[config.mk]
export PLATFORM = sky130hd
export DESIGN_NAME = clk_div_gen
export DESIGN_NICKNAME = d
export VERILOG_FILES = /design/src/rtl/clk_div_pkg.sv /design/src/rtl/clk_div_ch.sv /design/src/rtl/clk_div_gen.sv
export SDC_FILE = /design/constraint.sdc
export NUM_CORES = 1
export LEC_CHECK = 0
export ABC_AREA = 1
export CAP_MARGIN = 15
export CORE_MARGIN = 1.5
export CORE_UTILIZATION = 58
export DETAILED_ROUTE_END_ITERATION = 8
export GPL_TIMING_DRIVEN = 0
export PLACE_DENSITY = 0.87
export SLEW_MARGIN = 20
export SYNTH_ARGS = -nofsm -noshare
export SYNTH_HDL_FRONTEND = slang
export SYNTH_SLANG_ARGS = --single-unit
[constraint.sdc]
create_clock -name clk -period 4.3 [get_ports clk]
set_input_delay 0.645 -clock clk [delete_from_list [all_inputs] [get_ports clk]]
set_output_delay 0.645 -clock clk [all_outputs]
set_load 0.03 [all_outputs]
[src/rtl/clk_div_pkg.sv]
// Shared types and defaults for the clock divider / enable generator.
package clk_div_pkg;
    localparam int DEF_CNT_W = 8;
    typedef logic [DEF_CNT_W-1:0] div_t;
    localparam div_t DEF_DIV_VAL = div_t'(1);
endpackage

[src/rtl/clk_div_ch.sv]
// One divider channel: shadow/active divisor, half-period counter, toggle and tick.
module clk_div_ch
    import clk_div_pkg::*;
#(
    parameter int CNT_W   = DEF_CNT_W,
    parameter int DEF_DIV = int'(DEF_DIV_VAL)
) (
    input  logic             clk,
    input  logic             rst,
    input  logic             hold_i,
    input  logic [CNT_W-1:0] div_i,
    input  logic             load_i,
    input  logic             en_i,
    input  logic             sync_i,
    output logic             clk_div_o,
    output logic             tick_o
);
    localparam logic [CNT_W-1:0] RST_DIV = CNT_W'(DEF_DIV);
    localparam logic [CNT_W-1:0] ONE     = CNT_W'(1);

    logic [CNT_W-1:0] cnt_q, cnt_d;
    logic [CNT_W-1:0] active_q, active_d;
    logic [CNT_W-1:0] shadow_q, shadow_d;
    logic             out_q, out_d;
    logic             tick_q, tick_d;

    always_comb begin
        shadow_d = shadow_q;
        if (load_i) begin
            shadow_d = div_i;
        end
    end

    // The active divisor only follows the shadow at a falling (period) boundary
    // or while the channel is idle, so a reload never truncates a phase.
    always_comb begin
        cnt_d    = cnt_q;
        out_d    = out_q;
        active_d = active_q;
        tick_d   = 1'b0;
        if (hold_i) begin
            cnt_d    = '0;
            out_d    = 1'b0;
            active_d = RST_DIV;
        end else if (sync_i || !en_i || (active_q == '0)) begin
            cnt_d    = '0;
            out_d    = 1'b0;
            active_d = shadow_d;
        end else if (cnt_q == active_q - ONE) begin
            cnt_d  = '0;
            out_d  = ~out_q;
            tick_d = ~out_q;
            if (out_q) begin
                active_d = shadow_d;
            end
        end else begin
            cnt_d = cnt_q + ONE;
        end
    end

    always_ff @(posedge clk or posedge rst) begin
        if (rst) begin
            cnt_q    <= '0;
            out_q    <= 1'b0;
            tick_q   <= 1'b0;
            active_q <= RST_DIV;
            shadow_q <= RST_DIV;
        end else begin
            cnt_q    <= cnt_d;
            out_q    <= out_d;
            tick_q   <= tick_d;
            active_q <= active_d;
            shadow_q <= shadow_d;
        end
    end

    assign clk_div_o = out_q;
    assign tick_o    = tick_q;
endmodule

[src/rtl/clk_div_gen.sv]
// Multi-channel divided clock / tick generator with a stretched, synchronously released reset.
module clk_div_gen
    import clk_div_pkg::*;
#(
    parameter int NUM_CH   = 4,
    parameter int CNT_W    = DEF_CNT_W,
    parameter int DEF_DIV  = int'(DEF_DIV_VAL),
    parameter int RST_HOLD = 3
) (
    input  logic                    clk,
    input  logic                    rst,
    input  logic [NUM_CH*CNT_W-1:0] div_i,
    input  logic                    load_i,
    input  logic [NUM_CH-1:0]       en_i,
    input  logic                    sync_i,
    output logic [NUM_CH-1:0]       clk_div_o,
    output logic [NUM_CH-1:0]       tick_o,
    output logic                    rst_out
);
    localparam int HOLD_W = $clog2(RST_HOLD + 1);

    logic [HOLD_W-1:0] hold_q, hold_d;
    logic              rst_out_q, rst_out_d;

    // Counts edges after rst falls; released on the RST_HOLD-th one.
    always_comb begin
        hold_d    = hold_q;
        rst_out_d = rst_out_q;
        if (rst_out_q) begin
            hold_d = hold_q + HOLD_W'(1);
            if (hold_q == HOLD_W'(RST_HOLD - 1)) begin
                rst_out_d = 1'b0;
            end
        end
    end

    always_ff @(posedge clk or posedge rst) begin
        if (rst) begin
            hold_q    <= '0;
            rst_out_q <= 1'b1;
        end else begin
            hold_q    <= hold_d;
            rst_out_q <= rst_out_d;
        end
    end

    assign rst_out = rst_out_q;

    for (genvar i = 0; i < NUM_CH; i++) begin : g_ch
        clk_div_ch #(
            .CNT_W  (CNT_W),
            .DEF_DIV(DEF_DIV)
        ) u_ch (
            .clk      (clk),
            .rst      (rst),
            .hold_i   (rst_out_q),
            .div_i    (div_i[i*CNT_W +: CNT_W]),
            .load_i   (load_i),
            .en_i     (en_i[i]),
            .sync_i   (sync_i),
            .clk_div_o(clk_div_o[i]),
            .tick_o   (tick_o[i])
        );
    end
endmodule
Word level (Yosys, flattened, before mapping)

Index checks and enable logic that the tools add are counted.

Register bits after elaboration: 107
Memory bits (read-only): 0
Memories kept: 0
RAM bits: 0
Latch bits: 0
Output and inout port bits: 9

Equal/unequal tests: 5
Bitwise logic cells: 4
Divide/modulo/power cells: 0
Shifts and indexed selects: 0
Multiplexer cells: 58
$lt $le $gt $ge: 0
$mul: 0
Reduce and logical (&&, ||, !) cells: 28
Add/sub/neg operators: 9

Operators by type and width:

| cell                | count |
|---|---|
| $mux 8              | 32 |
| $add 8x1->8 const B | 4 |
| $eq 8x8->1          | 4 |
| $logic_not 8->1     | 4 |
| $sub 8x1->8 const B | 4 |
| $mux 1              | 26 |
| $reduce_bool 3->1   | 8 |
| $logic_or 1x1->1    | 8 |
| $reduce_and 2->1    | 4 |
| $logic_not 1->1     | 4 |
| $not 1->1           | 4 |
| $add 2x1->2 const B | 1 |
| $eq 2x2->1 const B  | 1 |

Depth between registers and ports, before layout

Depth after elaboration: 5
Depth in mapped cells: 15
Gate-level depth less buffers: 15

Modules after synthesis

A second synthesis with hierarchy kept.

Cell total of the unflattened synthesis: 779
Area, all modules: 5,945.7 sq um

Modules (own cells, without submodules):

| module      | cells an instance | sequential area each (sq um) | times used | area each (sq um) |
|---|---|---|---|---|
| clk_div_ch  | 191               | 653.1                        | 4          | 1,453.9 |
| clk_div_gen | 15                | 76.3                         | 1          | 130.1 |

Worst setup path after synthesis

OpenSTA, ideal clock, no wires.

Path type: register to register
Start point: register g_ch[0].u_ch.active_q[0]
End point: register g_ch[0].u_ch.active_q[1]
Setup time: 0.117 ns
Arrival time: 1.882 ns
Required time: 4.183 ns
Stages on the path, launching flop included: 14
Clock period less this slack: 1.999 ns
Setup slack: 2.301 ns
Path through: dfstp_2 inv_1 ha_1 or2_2 nand2_1 nand2_1 nand2_1 nand3_1 nor2_1 nand2_1 nand2_2 nand2_1 nand2_1 nand2_1

Cells in the longest elaborated chain, start to end: 4
Elaborated cells between the ends (all ways): 9
Classes of those cells: 1 x add/sub; 1 x eq/ne; 2 x mux; 5 x reduce/logical

RTL lines:

| item                                                                | RTL line                           | text |
|---|---|---|
| start: declaration                                                  | clk_div_ch.sv:22                   | `logic [CNT_W-1:0] active_q, active_d;` |
| start signal: assignment                                            | clk_div_ch.sv:72                   | `active_q <= active_d;` |
| $sub 8x1->8 / $logic_not 8->1 (equally long branches)               | clk_div_ch.sv:49, clk_div_ch.sv:45 |  |
| $eq 8x8->1 / $logic_or 1x1->1 (equally long branches)               | clk_div_ch.sv:49, clk_div_ch.sv:45 |  |
| $reduce_bool 3->1 (no source line) / $mux 8 (equally long branches) | --                                 |  |
| $reduce_and 2->1 (no source line) / $mux 8 (equally long branches)  | --                                 |  |

Several ways; a longest one is shown, not always the timed one.
A chain may end at the register's enable or synchronous reset.

Worst setup path after layout

Same ends and word-level chain as after synthesis.

==> impl_summary.txt <==
----------------------------------------------------
[Routing]
  Pre-Repair DR Iteration Count ... 5
  Average via count per standard cell ... approximately 5.3
  Detailed-route DRC error count ... 0
  DRT iter0 DRCs ... about 180
  Post-route ant nets ... 0
  Wire length per cell after detailed routing ... around 13 um
  Total vias in the final route ... between 5,000 and 6,000
  Post-Route WL ... around 13,000 um

[Floorplanning]
  Top-Level Pins ... 49
  Area of the core region ... 9770 um2
  Die Outline Area ... 10,700 um2
  Die Span Y ... ~100 um
  Die width ... 103 um
  Row Count ... 36
  Effective utilization at floorplan ... 0.596

[Setup path]
  Origin of the worst setup path ... g_ch[0].u_ch.active_q[0]$_DFFE_PP1P_
  Ordered list of cells on the worst path ... inv_1 -> ha_1 -> or2_2 -> nand2_1 -> nand2_1 -> nand2_1 -> nand3_1 -> nor2_1 -> nand2_1 -> nand2_2 -> nand2_1 -> nand2_1 -> nand2_1
  Required time of the worst setup path ... roughly 4.6 ns
  Worst path arrival time ... 2.63 ns
  Max stage delay cell, worst path ... sky130_fd_sc_hd__dfstp_2
  Maximum fanout along the worst path ... 8
  Reg-to-reg slack, setup ... 1.95 ns
  Crit path capture type ... register
  Worst stage delay on the critical path ... slightly below 0.6 ns
  Critical Path Most Common Cell ... sky130_fd_sc_hd__nand2_1
  Type of origin of the critical path ... register
  Worst Path Class, Setup ... register to register
  Worst Reg2Reg Path Length in Cells ... 13
  Reg-to-reg startpoint ... g_ch[0].u_ch.active_q[0]$_DFFE_PP1P_
  R2r endpoint ... g_ch[0].u_ch.active_q[1]$_DFFE_PP0P_
  Crit path capture ... g_ch[0].u_ch.active_q[1]$_DFFE_PP0P_

[Timing]
  Worst Skew ... about 0.015 ns
  Slew @ Worst Pin ... between 0.5 and 0.6 ns
  Minimum clock period ... between 2 and 2.5 ns
  Max Fclk ... between 400 and 500 MHz
  Final Cycle Share ... 0.548
  Setup Viol. Count Final ... 0
  Final total negative setup slack ... 0 ns
  Slew HR ... 0.652
  Hold Fails Final Rpt ... 0
  Unrepaired setup endpoints after global routing ... false
  Final count of pins violating max slew ... 0

[Clock network]
  Cell at the root of the clock tree ... sky130_fd_sc_hd__clkbuf_8
  Clock-pin slew of the registers on the worst-case setup and hold paths ... around 0.11 ns
  Buffer levels on the longest clock path ... 2
  Latest clock arrival within the worst-skew pair ... roughly 0.38 ns
  Number of resized instances in the post-cts repair step ... 0
  Number of buffers inserted for hold repair after clock tree synthesis ... 0
  Post-CTS setup buffer count ... 0
  Clock sink count ... 107
  TritonCTS clock tree ... built
  Total CTS buffers ... 9
  Depth of the CTS H-tree ... 3

[Final layout]
  Most common library cell in the layout ignoring fill and taps ... sky130_fd_sc_hd__nand2_1
  Post-layout net count ... 893
  Share of post-route cells with drive strength above 1 ... 0.0710
  Non-filler cells, final ... 978
  Antenna diode count ... 0
  Area grow syn2layout ... 14.6%
  Fin area ... between 6000 and 7000 um2
  Commonest non-fill, non-tap cells in the layout ... sky130_fd_sc_hd__nand2_1, sky130_fd_sc_hd__dfrtp_1, sky130_fd_sc_hd__nor2_1, sky130_fd_sc_hd__nand3_1, sky130_fd_sc_hd__inv_1
  Fill cell count ... ~830

[Flow run]
  Max-cap violations ... 0

[Global routing]
  Largest net degree at the start of global routing ... 86
  Initial antenna violation count ... 0
  First-pass GRT wire length ... 21,700 um
  Total Routing Usage GR ... 0.261
  Vias in the first global route ... slightly below 5,000
  Global route overflow ... 0

[Synthesis]
  Synthesis Warnings ... 0
  Cell area after technology mapping ... 5830 um2
  Fraction of post-synthesis cell area in the top cell type by area ... 0.421
  Post-synthesis register bit count ... ~110
  Xor/xnor share of the synthesized area ... 0.0436
  Largest area contributor in the netlist ... sky130_fd_sc_hd__dfrtp_1
  Number of flops mapped to enable cells by yosys ... 0
  Share of the synthesized area in compound gates (AO/OA/AOI/OAI) ... 0.0505
  Syn_nets ... 834
  Post-synthesis cell count ... 781
  Combinational family with the most area after synthesis ... simple AND/OR/NAND/NOR gates
  Multiplexer area fraction after synthesis ... 0
  Fraction of registers with async set or reset after synthesis ... 1.00
  Fraction of the mapped netlist area in simple logic gates ... 0.342
  Sequential area share after synthesis ... 0.461
  Post-synthesis share of cell area spent on full adders, half adders and majority gates ... 0.0279
  Dominant cells by area after synthesis ... sky130_fd_sc_hd__dfrtp_1, sky130_fd_sc_hd__nand2_1, sky130_fd_sc_hd__nand3_1, sky130_fd_sc_hd__nor2_1, sky130_fd_sc_hd__inv_1
  Per-instance average area after synthesis ... 7.46 um2
  Count of unique library cells instantiated by Yosys ... 32
  Top flip-flop cell by instance count after synthesis ... sky130_fd_sc_hd__dfrtp_1

[Placed design]
  Final weighted congestion in routability-driven placement ... 0.955
  Count of placed standard cells including taps ... about 960
  DP HPWL ... a little under 10,000 um
  Post-placement cell area ... ~6500 um2
  Number of buffers added on ports ... 47

[Power]
  Tot Pwr ... roughly 2.3 mW
  Leakage Power ... 3.46 nW
  Power per cell area ... 347 nW/um2
  Worst VDD drop ... 0.000188 V

[Status]
  Status ... finished clean

[Hold path]
  Type of the most critical hold path ... register to register

----------------------------------------------------
[stage by stage]
step                setup WS (ns)  hold WS, ns   util
floorplan                   0.853        0.437      -
global placement           -0.585        0.448  0.661
detailed placement           1.79        0.454  0.665
CTS                          1.96        0.480  0.683
global route                 1.71        0.503  0.683
finish                       1.95        0.477  0.683
[area by class of cell]
cell class / count / area (um2) / area share
multi-input cells: 576 / 2710 / 0.405
flip-flops and latches: 107 / 2690 / 0.403
repair buffers: 48 / 498 / 0.0746
inverters: 74 / 283 / 0.0423
well taps: 133 / 166 / 0.0249
plain buffers: 24 / 155 / 0.0232
clock buffers: 9 / 124 / 0.0185
clock inverters: 7 / 57.6 / 0.00862
[synth_stat cells, types with 8 or more instances]
master,instances
sky130_fd_sc_hd__nand2_1,295
sky130_fd_sc_hd__ha_1,13
sky130_fd_sc_hd__dfrtp_1,98
sky130_fd_sc_hd__a21oi_1,33
sky130_fd_sc_hd__xnor2_1,11
sky130_fd_sc_hd__nand3_1,77
sky130_fd_sc_hd__nor2_1,77
sky130_fd_sc_hd__dfstp_2,9
sky130_fd_sc_hd__clkbuf_1,10
sky130_fd_sc_hd__nor3_1,10
sky130_fd_sc_hd__o21ai_0,8
sky130_fd_sc_hd__buf_4,9
sky130_fd_sc_hd__xor2_1,18
sky130_fd_sc_hd__inv_1,73
[where the power goes]
group	leakage (nW)	internal (mW)	switching, mW
sequential	1.37	1.09	0.0824
clock	0.0950	0.220	0.367
combinational	2.00	0.215	0.341
[worst min-delay path by stage]
stage	to	startpoint	depth (start not counted)
after floorplan	g_ch[0].u_ch.shadow_q[1]$_DFF_PP0_	g_ch[0].u_ch.shadow_q[1]$_DFF_PP0_	2
after global placement	g_ch[3].u_ch.shadow_q[5]$_DFF_PP0_	g_ch[3].u_ch.shadow_q[5]$_DFF_PP0_	2
after detailed placement	g_ch[0].u_ch.shadow_q[7]$_DFF_PP0_	g_ch[0].u_ch.shadow_q[7]$_DFF_PP0_	2
after CTS	g_ch[0].u_ch.shadow_q[1]$_DFF_PP0_	g_ch[0].u_ch.shadow_q[1]$_DFF_PP0_	2
after global routing	g_ch[0].u_ch.shadow_q[1]$_DFF_PP0_	g_ch[0].u_ch.shadow_q[1]$_DFF_PP0_	2
final	g_ch[3].u_ch.shadow_q[6]$_DFF_PP0_	g_ch[3].u_ch.shadow_q[6]$_DFF_PP0_	2
[state kept, by name, summed over array words and instances (netlist names)]
signal,flops
g_ch.u_ch.clk_div_o,4
g_ch.u_ch.tick_o,4
g_ch.u_ch.cnt_q,32
g_ch.u_ch.shadow_q,32
hold_q,2
g_ch.u_ch.active_q,32
rst_out,1
[critical path, delay by kind of cell (launching register included)]
kind,cells,cell delay (ns)
fa+ha+maj,1,0.25
flops,1,0.58
buf+inv,1,0.09
simple gates,11,1.32
[metal layers]
layer | GRT usage | part of all wire | vias to the layer above
li1 | - | - | 2555
met1 | 0.354 | 0.45 | 2435
met2 | 0.437 | 0.48 | 135
met3 | 0.0403 | 0.048 | 20
met4 | 0.0821 | 0.014 | 0
met5 | 0 | 0 | -
[cells by family after synthesis]
group / count (synthesis)
and+or+nand+nor: 483
DFF: 107
buffers and inverters: 98
AOI/OAI and AO/OA: 51
xor gates and xnor gates: 29
adders and majority gates: 13
No activity file was read; power rests on OpenSTA's default activity.
